**src/rtl/audio_pkg.sv**
```systemverilog
// Shared audio-path constants and the default sample type for the codec interface.
package audio_pkg;

    // Default per-channel sample width used across the NCO/mixer/codec path
    localparam int DEF_SAMPLE_W = 16;

    // I2S framing: two 32-bit slots per frame
    localparam int SLOT_BITS  = 32;
    localparam int FRAME_BITS = 64;

    typedef logic signed [DEF_SAMPLE_W-1:0] sample_t;

endpackage

```
**src/rtl/bclk_gen.sv**
```systemverilog
// Codec bit-clock generator: divides Clk down to bclk, flags the bclk falling
// edge and tracks the bit position within the 64-bit I2S frame.
module bclk_gen
    import audio_pkg::*;
#(
    parameter int HALF_DIV = 8
) (
    input  logic                          clk_i,
    input  logic                          rst_i,
    output logic                          bclk_o,
    output logic                          fall_o,
    output logic                          wrap_o,
    output logic [$clog2(FRAME_BITS)-1:0] bit_cnt_next_o
);

    localparam int DIV_W = $clog2(HALF_DIV);
    localparam int CNT_W = $clog2(FRAME_BITS);
    localparam logic [DIV_W-1:0] DIV_LAST = DIV_W'(HALF_DIV - 1);
    localparam logic [CNT_W-1:0] CNT_LAST = CNT_W'(FRAME_BITS - 1);

    logic [DIV_W-1:0] div_cnt_q, div_cnt_d;
    logic             bclk_q, bclk_d;
    logic [CNT_W-1:0] bit_cnt_q, bit_cnt_d;
    logic             tick;
    logic             fall;

    // Half-period divider, bclk toggle and frame bit counter advancing on bclk fall
    always_comb begin
        tick      = (div_cnt_q == DIV_LAST);
        fall      = tick && bclk_q;
        div_cnt_d = tick ? '0 : div_cnt_q + 1'b1;
        bclk_d    = tick ? ~bclk_q : bclk_q;
        bit_cnt_d = fall ? bit_cnt_q + 1'b1 : bit_cnt_q;
    end

    // Divider and bit-position state
    always_ff @(posedge clk_i or posedge rst_i) begin
        if (rst_i) begin
            div_cnt_q <= '0;
            bclk_q    <= 1'b0;
            bit_cnt_q <= '0;
        end else begin
            div_cnt_q <= div_cnt_d;
            bclk_q    <= bclk_d;
            bit_cnt_q <= bit_cnt_d;
        end
    end

    assign bclk_o         = bclk_q;
    assign fall_o         = fall;
    assign wrap_o         = fall && (bit_cnt_q == CNT_LAST);
    assign bit_cnt_next_o = bit_cnt_q + 1'b1;

endmodule

```
**src/rtl/i2s_tx.sv**
```systemverilog
// I2S transmitter: stages one stereo pair from the producer, latches it at the
// frame boundary and shifts it MSB-first to the codec one bclk after each lrclk edge.
module i2s_tx
    import audio_pkg::*;
#(
    parameter int SAMPLE_W = DEF_SAMPLE_W,
    parameter int HALF_DIV = 8
) (
    input  logic                       Clk,
    input  logic                       Reset,
    input  logic signed [SAMPLE_W-1:0] sample_l,
    input  logic signed [SAMPLE_W-1:0] sample_r,
    input  logic                       sample_valid,
    output logic                       sample_ready,
    output logic                       bclk,
    output logic                       lrclk,
    output logic                       dacdat,
    output logic                       underrun
);

    localparam int CNT_W  = $clog2(FRAME_BITS);
    localparam int SLOT_W = $clog2(SLOT_BITS);

    // Slot bit k carries sample bit SAMPLE_W-k for k=1..SAMPLE_W; bit 0 and the
    // tail of the slot are zero. Left-justifying the word into the slot turns
    // that into a single index of (SLOT_BITS - k).
    function automatic logic slot_bit(input logic [SAMPLE_W-1:0] word,
                                      input logic [SLOT_W-1:0]   k);
        logic [SLOT_BITS-1:0] w;
        logic [SLOT_W-1:0]    idx;
        w   = {word, {(SLOT_BITS - SAMPLE_W){1'b0}}};
        idx = '0 - k;
        return (k != '0) && w[idx];
    endfunction

    logic             fall;
    logic             wrap;
    logic             bclk_int;
    logic [CNT_W-1:0] bit_cnt_next;

    bclk_gen #(
        .HALF_DIV(HALF_DIV)
    ) u_bclk_gen (
        .clk_i          (Clk),
        .rst_i          (Reset),
        .bclk_o         (bclk_int),
        .fall_o         (fall),
        .wrap_o         (wrap),
        .bit_cnt_next_o (bit_cnt_next)
    );

    logic signed [SAMPLE_W-1:0] stage_l_q, stage_l_d;
    logic signed [SAMPLE_W-1:0] stage_r_q, stage_r_d;
    logic signed [SAMPLE_W-1:0] hold_l_q, hold_l_d;
    logic signed [SAMPLE_W-1:0] hold_r_q, hold_r_d;
    logic                       stage_full_q, stage_full_d;
    logic                       ready_q, ready_d;
    logic                       lrclk_q, lrclk_d;
    logic                       dacdat_q, dacdat_d;
    logic                       underrun_q, underrun_d;
    logic                       accept;

    // Handshake, frame load and next serial bit. The load checks the staging
    // state before this cycle's write, so a pair arriving on the wrap itself
    // counts as late and is used one frame later.
    always_comb begin
        accept       = sample_valid && ready_q;
        stage_l_d    = stage_l_q;
        stage_r_d    = stage_r_q;
        hold_l_d     = hold_l_q;
        hold_r_d     = hold_r_q;
        stage_full_d = stage_full_q;
        lrclk_d      = lrclk_q;
        dacdat_d     = dacdat_q;
        underrun_d   = 1'b0;

        if (wrap) begin
            if (stage_full_q) begin
                hold_l_d     = stage_l_q;
                hold_r_d     = stage_r_q;
                stage_full_d = 1'b0;
            end else begin
                underrun_d = 1'b1;
            end
        end

        if (accept) begin
            stage_l_d    = sample_l;
            stage_r_d    = sample_r;
            stage_full_d = 1'b1;
        end

        // Slot bit 0 is always zero, so the stale hold value at the wrap is harmless
        if (fall) begin
            lrclk_d  = bit_cnt_next[CNT_W-1];
            dacdat_d = slot_bit(bit_cnt_next[CNT_W-1] ? hold_r_q : hold_l_q,
                                bit_cnt_next[SLOT_W-1:0]);
        end

        ready_d = !stage_full_d;
    end

    // Staging, hold and registered codec-side outputs
    always_ff @(posedge Clk or posedge Reset) begin
        if (Reset) begin
            stage_l_q    <= '0;
            stage_r_q    <= '0;
            hold_l_q     <= '0;
            hold_r_q     <= '0;
            stage_full_q <= 1'b0;
            ready_q      <= 1'b1;
            lrclk_q      <= 1'b0;
            dacdat_q     <= 1'b0;
            underrun_q   <= 1'b0;
        end else begin
            stage_l_q    <= stage_l_d;
            stage_r_q    <= stage_r_d;
            hold_l_q     <= hold_l_d;
            hold_r_q     <= hold_r_d;
            stage_full_q <= stage_full_d;
            ready_q      <= ready_d;
            lrclk_q      <= lrclk_d;
            dacdat_q     <= dacdat_d;
            underrun_q   <= underrun_d;
        end
    end

    assign sample_ready = ready_q;
    assign bclk         = bclk_int;
    assign lrclk        = lrclk_q;
    assign dacdat       = dacdat_q;
    assign underrun     = underrun_q;

endmodule

```
**config.mk**
```make
export PLATFORM = sky130hd
export DESIGN_NAME = i2s_tx
export DESIGN_NICKNAME = d
export VERILOG_FILES = /design/src/rtl/audio_pkg.sv /design/src/rtl/bclk_gen.sv /design/src/rtl/i2s_tx.sv
export SDC_FILE = /design/constraint.sdc
export NUM_CORES = 1
export LEC_CHECK = 0
export CELL_PAD_IN_SITES_DETAIL_PLACEMENT = 1
export CELL_PAD_IN_SITES_GLOBAL_PLACEMENT = 2
export CORE_ASPECT_RATIO = 0.5
export CORE_MARGIN = 2
export CORE_UTILIZATION = 35
export CTS_CLUSTER_SIZE = 25
export DETAILED_ROUTE_END_ITERATION = 7
export GPL_TIMING_DRIVEN = 0
export PLACE_DENSITY = 0.72
export SKIP_CTS_REPAIR_TIMING = 1
export SLEW_MARGIN = 10
export SYNTH_ARGS = -nofsm -noshare
export SYNTH_HDL_FRONTEND = slang
export SYNTH_SLANG_ARGS = --single-unit
```
**constraint.sdc**
```tcl
create_clock -name Clk -period 3.7 [get_ports Clk]
set_input_delay 0.925 -clock Clk [delete_from_list [all_inputs] [get_ports Clk]]
set_output_delay 0.925 -clock Clk [all_outputs]
set_load 0.02 [all_outputs]
```
After elaboration in Yosys (flattened, before gate mapping)

Index checks and enable logic that the tools add are counted.

Bits in registers: 79
Bits of input ports: 35
Output and inout port bits: 5
Word-level logic and storage cells: 34

Add/sub/neg operators: 3
Order comparisons: 1
Equal/unequal tests: 2
Muxes and demuxes: 8
Bitwise operators: 1
Reductions and logical operators: 7

Operators with widths:

| cell                | number |
|---|---|
| $mux 16             | 1 |
| $add 6x1->6 const B | 1 |
| $eq 6x6->1 const B  | 1 |
| $lt 5x6->1 const B  | 1 |
| $bmux 1 s5          | 1 |
| $mux 1              | 5 |
| $reduce_bool 5->1   | 1 |
| $sub 1x5->5 const A | 1 |
| $logic_and 1x1->1   | 4 |
| $add 3x1->3 const B | 1 |
| $eq 3x3->1 const B  | 1 |
| $mux 3              | 1 |
| $reduce_and 2->1    | 1 |
| $logic_not 1->1     | 1 |
| $not 1->1           | 1 |

Longest topological paths before layout

Depth after elaboration: 6
Gate-level depth with buffers: 8
Gate-level depth less buffers: 8

By module

Synthesis repeated with hierarchy kept, for this count alone.

Cells, all modules: 226
Area total of the unflattened synthesis: 3387.0 um^2

By module, submodules not included:

| module   | times used | cells each | area each (um^2) |
|---|---|---|---|
| i2s_tx   | 1          | 188        | 2922.8 |
| bclk_gen | 1          | 38         | 464.2 |

Worst setup path after synthesis

OpenSTA, ideal clock, no wires.

Path kind: register to register
From: register u_bclk_gen.bit_cnt_q[1]
To: register dacdat_q (netlist: dacdat)
Library setup time: 132 ps
Arrival: 1825 ps
Data required time: 3568 ps
Path slack: 1742 ps
Cell stages (with the launch flop): 7
Cell sequence: dfrtp_1 ha_1 buf_2 or3_2 a32o_1 a31oi_2 a211oi_2

Longest elaborated chain between the ends: 5

Ends and longest elaborated chain:

| item                         | RTL line       | text |
|---|---|---|
| start: declaration           | bclk_gen.sv:23 | `logic [CNT_W-1:0] bit_cnt_q, bit_cnt_d;` |
| start signal: assignment     | bclk_gen.sv:45 | `bit_cnt_q <= bit_cnt_d;` |
| $add 6x1->6 *                | bclk_gen.sv:52 | `assign bit_cnt_next_o = bit_cnt_q + 1'b1;` |
| via bit_cnt_next[1]          | i2s_tx.sv:39   | `logic [CNT_W-1:0] bit_cnt_next;` |
| $sub 1x5->5                  | i2s_tx.sv:32   | `idx = '0 - k;` |
| $bmux 1 s5                   | i2s_tx.sv:33   | `return (k != '0) && w[idx];` |
| $mux 1 (not written as such) | i2s_tx.sv:33   |  |
| $logic_and 1x1->1 *          | i2s_tx.sv:33   |  |
| end signal: assignment       | i2s_tx.sv:123  | `dacdat_q <= dacdat_d;` |
| end: declaration             | i2s_tx.sv:59   | `logic dacdat_q, dacdat_d;` |

Mark *: on every way through the listed nets, which the timed path passes. The rest lies on a longest branch. The select of a mux whose other input is x is not followed.
A chain may end at the register's enable or synchronous reset.

Worst setup path in the final report

From: register ready_q (netlist: sample_ready)
To: output port sample_ready

RTL lines:

| item                     | RTL line      | text |
|---|---|---|
| start: declaration       | i2s_tx.sv:57  | `logic ready_q, ready_d;` |
| start signal: assignment | i2s_tx.sv:121 | `ready_q <= ready_d;` |
| end: declaration         | i2s_tx.sv:14  | `output logic sample_ready,` |

No word-level cell between the ends.

==> flow_metrics.tcl <==
set metrics [dict create \
    port_buffers 39 \
    critPathMaxFanout 2 \
    place_ws_ps 1030 \
    worstPathArrival_ps 1470 \
    finalMaxSlewViolations 0 \
    grt_pass1_wl_um 12800 \
    setup_tns_ps 0 \
    hold_depth 1 \
    cp_num_buf_inv 1 \
    initial_utilization 0.364 \
    drt_wl_total_um 7890 \
    drv_cap 0 \
    htreeDepth 3 \
    total_power_mw 1.79 \
    numCtsBuffers 9 \
    die_w_um 145 \
    r2r-end "dacdat" \
    hp-start "u_bclk_gen.div_cnt_q[0]" \
    wire_per_inst_um 17.4 \
    layout_commonest_cell "dfrtp_1" \
    hpwl_um 5760 \
    synth_edf_count 0 \
    vias 2195 \
    worstSetupStartpointType "flip-flop" \
    ys_seq_elements 78 \
    relSlewSlack 0.545 \
    status "finished clean" \
    slowest_delay_ps 600 \
    peakVddDrop_uv 222 \
    synthArstFlopShare 1.00 \
    pin_count 40 \
    grt_pass1_vias 2403 \
    synthCells 261 \
    num_rows 25 \
    syn_to_final_growth_pct 25.5 \
    hold_end "u_bclk_gen.div_cnt_q[0]" \
    dieArea_um2 10800 \
    hold_viol_final 0 \
    core_um2 9570 \
    cp_cell_sequence "clkdlybuf4s50_1" \
    synth.avg_cell_area_um2 13.4 \
    cts_buffer_depth 2 \
    crit_path_end_kind "primary output" \
    rsz0062_at_grt "false" \
    cp_top_family "buffers and inverters" \
    skew_ps 6.35 \
    power.leakage_nw 2.11 \
    final_cell_mix "dfrtp_1 (77), mux2_2 (67), clkdlybuf4s50_1 (39)" \
    crit_type "reg2out" \
    grt_overflow 0 \
    avgViaCountPerCell 4.86 \
    num_antenna_cells 0 \
    layout-drive-gt1-share 0.344 \
    period_share 0.648 \
    grt_max_degree 68 \
    final_nets 351 \
    fin_ws_ps 1300 \
    die-height_um 74.6 \
    antenna_found_initial 0 \
    reg2reg_slack_ps 1490 \
    drtAntennaViolNets 0 \
    cts_tree "yes" \
    hold_class "reg2reg" \
    drc 0 \
    tightest_slew_ps 683 \
    clock_latency_ps 330 \
    grt_util_all_layers 0.159 \
    yosysSeqAreaShare 0.560 \
    r2r-start "u_bclk_gen.bit_cnt_q[0]" \
    power_density_nw_per_um2 410 \
    max_freq_mhz 417 \
    period_minus_slack_ps 2400 \
    ys_warn_count 0 \
    cp.required_ps 2770 \
    yosysUniqueCellTypes 47 \
    ys.flop_type "dfrtp_1" \
    r2r_cells 8 \
    path_clk_slew_ps 60 \
    synth_area_um2 3490 \
    slowest_stage "clkdlybuf4s50_1" \
    cts-root-buf "clkbuf_16" \
    drtIter0Drc 93 \
    first_pass_iters 4 \
    syn_nets 300 \
    setup-violations-final 0 \
    gp_congestion 0.836 \
    clock-sinks 78 \
]
==> state kept, by name, summed over array words and instances (netlist names) <==
name                  flops
dacdat                    1
hold_l_q                 16
hold_r_q                 16
lrclk                     1
sample_ready              1
stage_full_q              1
stage_l_q                16
stage_r_q                16
u_bclk_gen.bclk_o         1
u_bclk_gen.bit_cnt_q      5
u_bclk_gen.div_cnt_q      3
underrun                  1
==> per-stage QoR <==
stage	hold slack (ps)	area, µm²	util	instances
after floorplan	403	3490	-	261
after global placement	415	4050	0.423	435
after detailed placement	422	4080	0.426	436
after CTS	430	4380	0.457	452
after global routing	461	4380	0.457	452
final	428	4380	0.457	452
==> cells by family after synthesis <==
logic type,count (synthesis),synth area share
flops,78,0.560
mux,73,0.234
xor+xnor,9,0.0226
fa+ha+maj,4,0.0144
compound gates,23,0.0527
simple gates,57,0.0926
buf+inv,17,0.0240
==> synthesized netlist by cell type (2+ instances only) <==
master     n  area [µm²]
o21ai_0    3        15.0
nand3_1    9        45.0
buf_1      3        11.3
mux2i_1    6        60.1
a31oi_1    2        12.5
or2b_2     3        26.3
xnor2_1    5        43.8
nor2_1     9        33.8
nand2b_1   2        12.5
a211o_1    2        17.5
buf_2      7        35.0
a211oi_2   2        25.0
a211oi_1   2        15.0
nor3_1     3        15.0
inv_1      4        15.0
nand2_2    2        12.5
xor2_1     4        35.0
dfrtp_1   77        1930
nand2_1   13        48.8
nand4_1    2        12.5
and3_1     4        25.0
and2b_2    2        17.5
a221oi_1   2        17.5
ha_1       4        50.1
mux2_2    67         754
==> how the worst max path moves through the flow <==
stage,depth (start not counted),startpoint,slack [ps],to
global placement,2,Reset,-420,hold_r_q[14]
CTS,1,sample_ready,1280,sample_ready
global route,8,u_bclk_gen.bit_cnt_q[1],1240,dacdat
detailed placement,4,sample_valid,1030,stage_r_q[13]
floorplan,1,Reset,780,dacdat
finish,1,sample_ready,1300,sample_ready
==> layer usage <==
metal  part of all wire  wire length, µm  vias to the layer above  GRT usage
met5                  0                0                        -          0
met4             0.0082               65                        0     0.0479
met3              0.036              282                        5     0.0466
met2               0.47             3680                       38      0.257
met1               0.49             3860                     1119      0.212
li1                   -                -                     1033          -
==> cell type report <==
| class | instances | area (µm²) |
|---|---|---|
| Tap cell | 135 | 169 |
| Sequential cell | 78 | 1950 |
| Buffer | 12 | 65.1 |
| Inverter | 5 | 21.3 |
| Clock inverter | 6 | 70.1 |
| Timing Repair Buffer | 40 | 418 |
| Fill cell | 1037 | 5200 |
| Clock buffer | 10 | 229 |
| Multi-Input combinational cell | 166 | 1450 |
==> report_power, final <==
part | total (mW) | leakage, nW | internal, mW | switching (mW)
logic | 0.0559 | 0.910 | 0.0345 | 0.0214
clock network | 0.885 | 0.136 | 0.527 | 0.358
registers | 0.853 | 1.07 | 0.853 | 0
total | 1.79 | 2.11 | 1.41 | 0.379
Power figures use the tool's default switching activity.
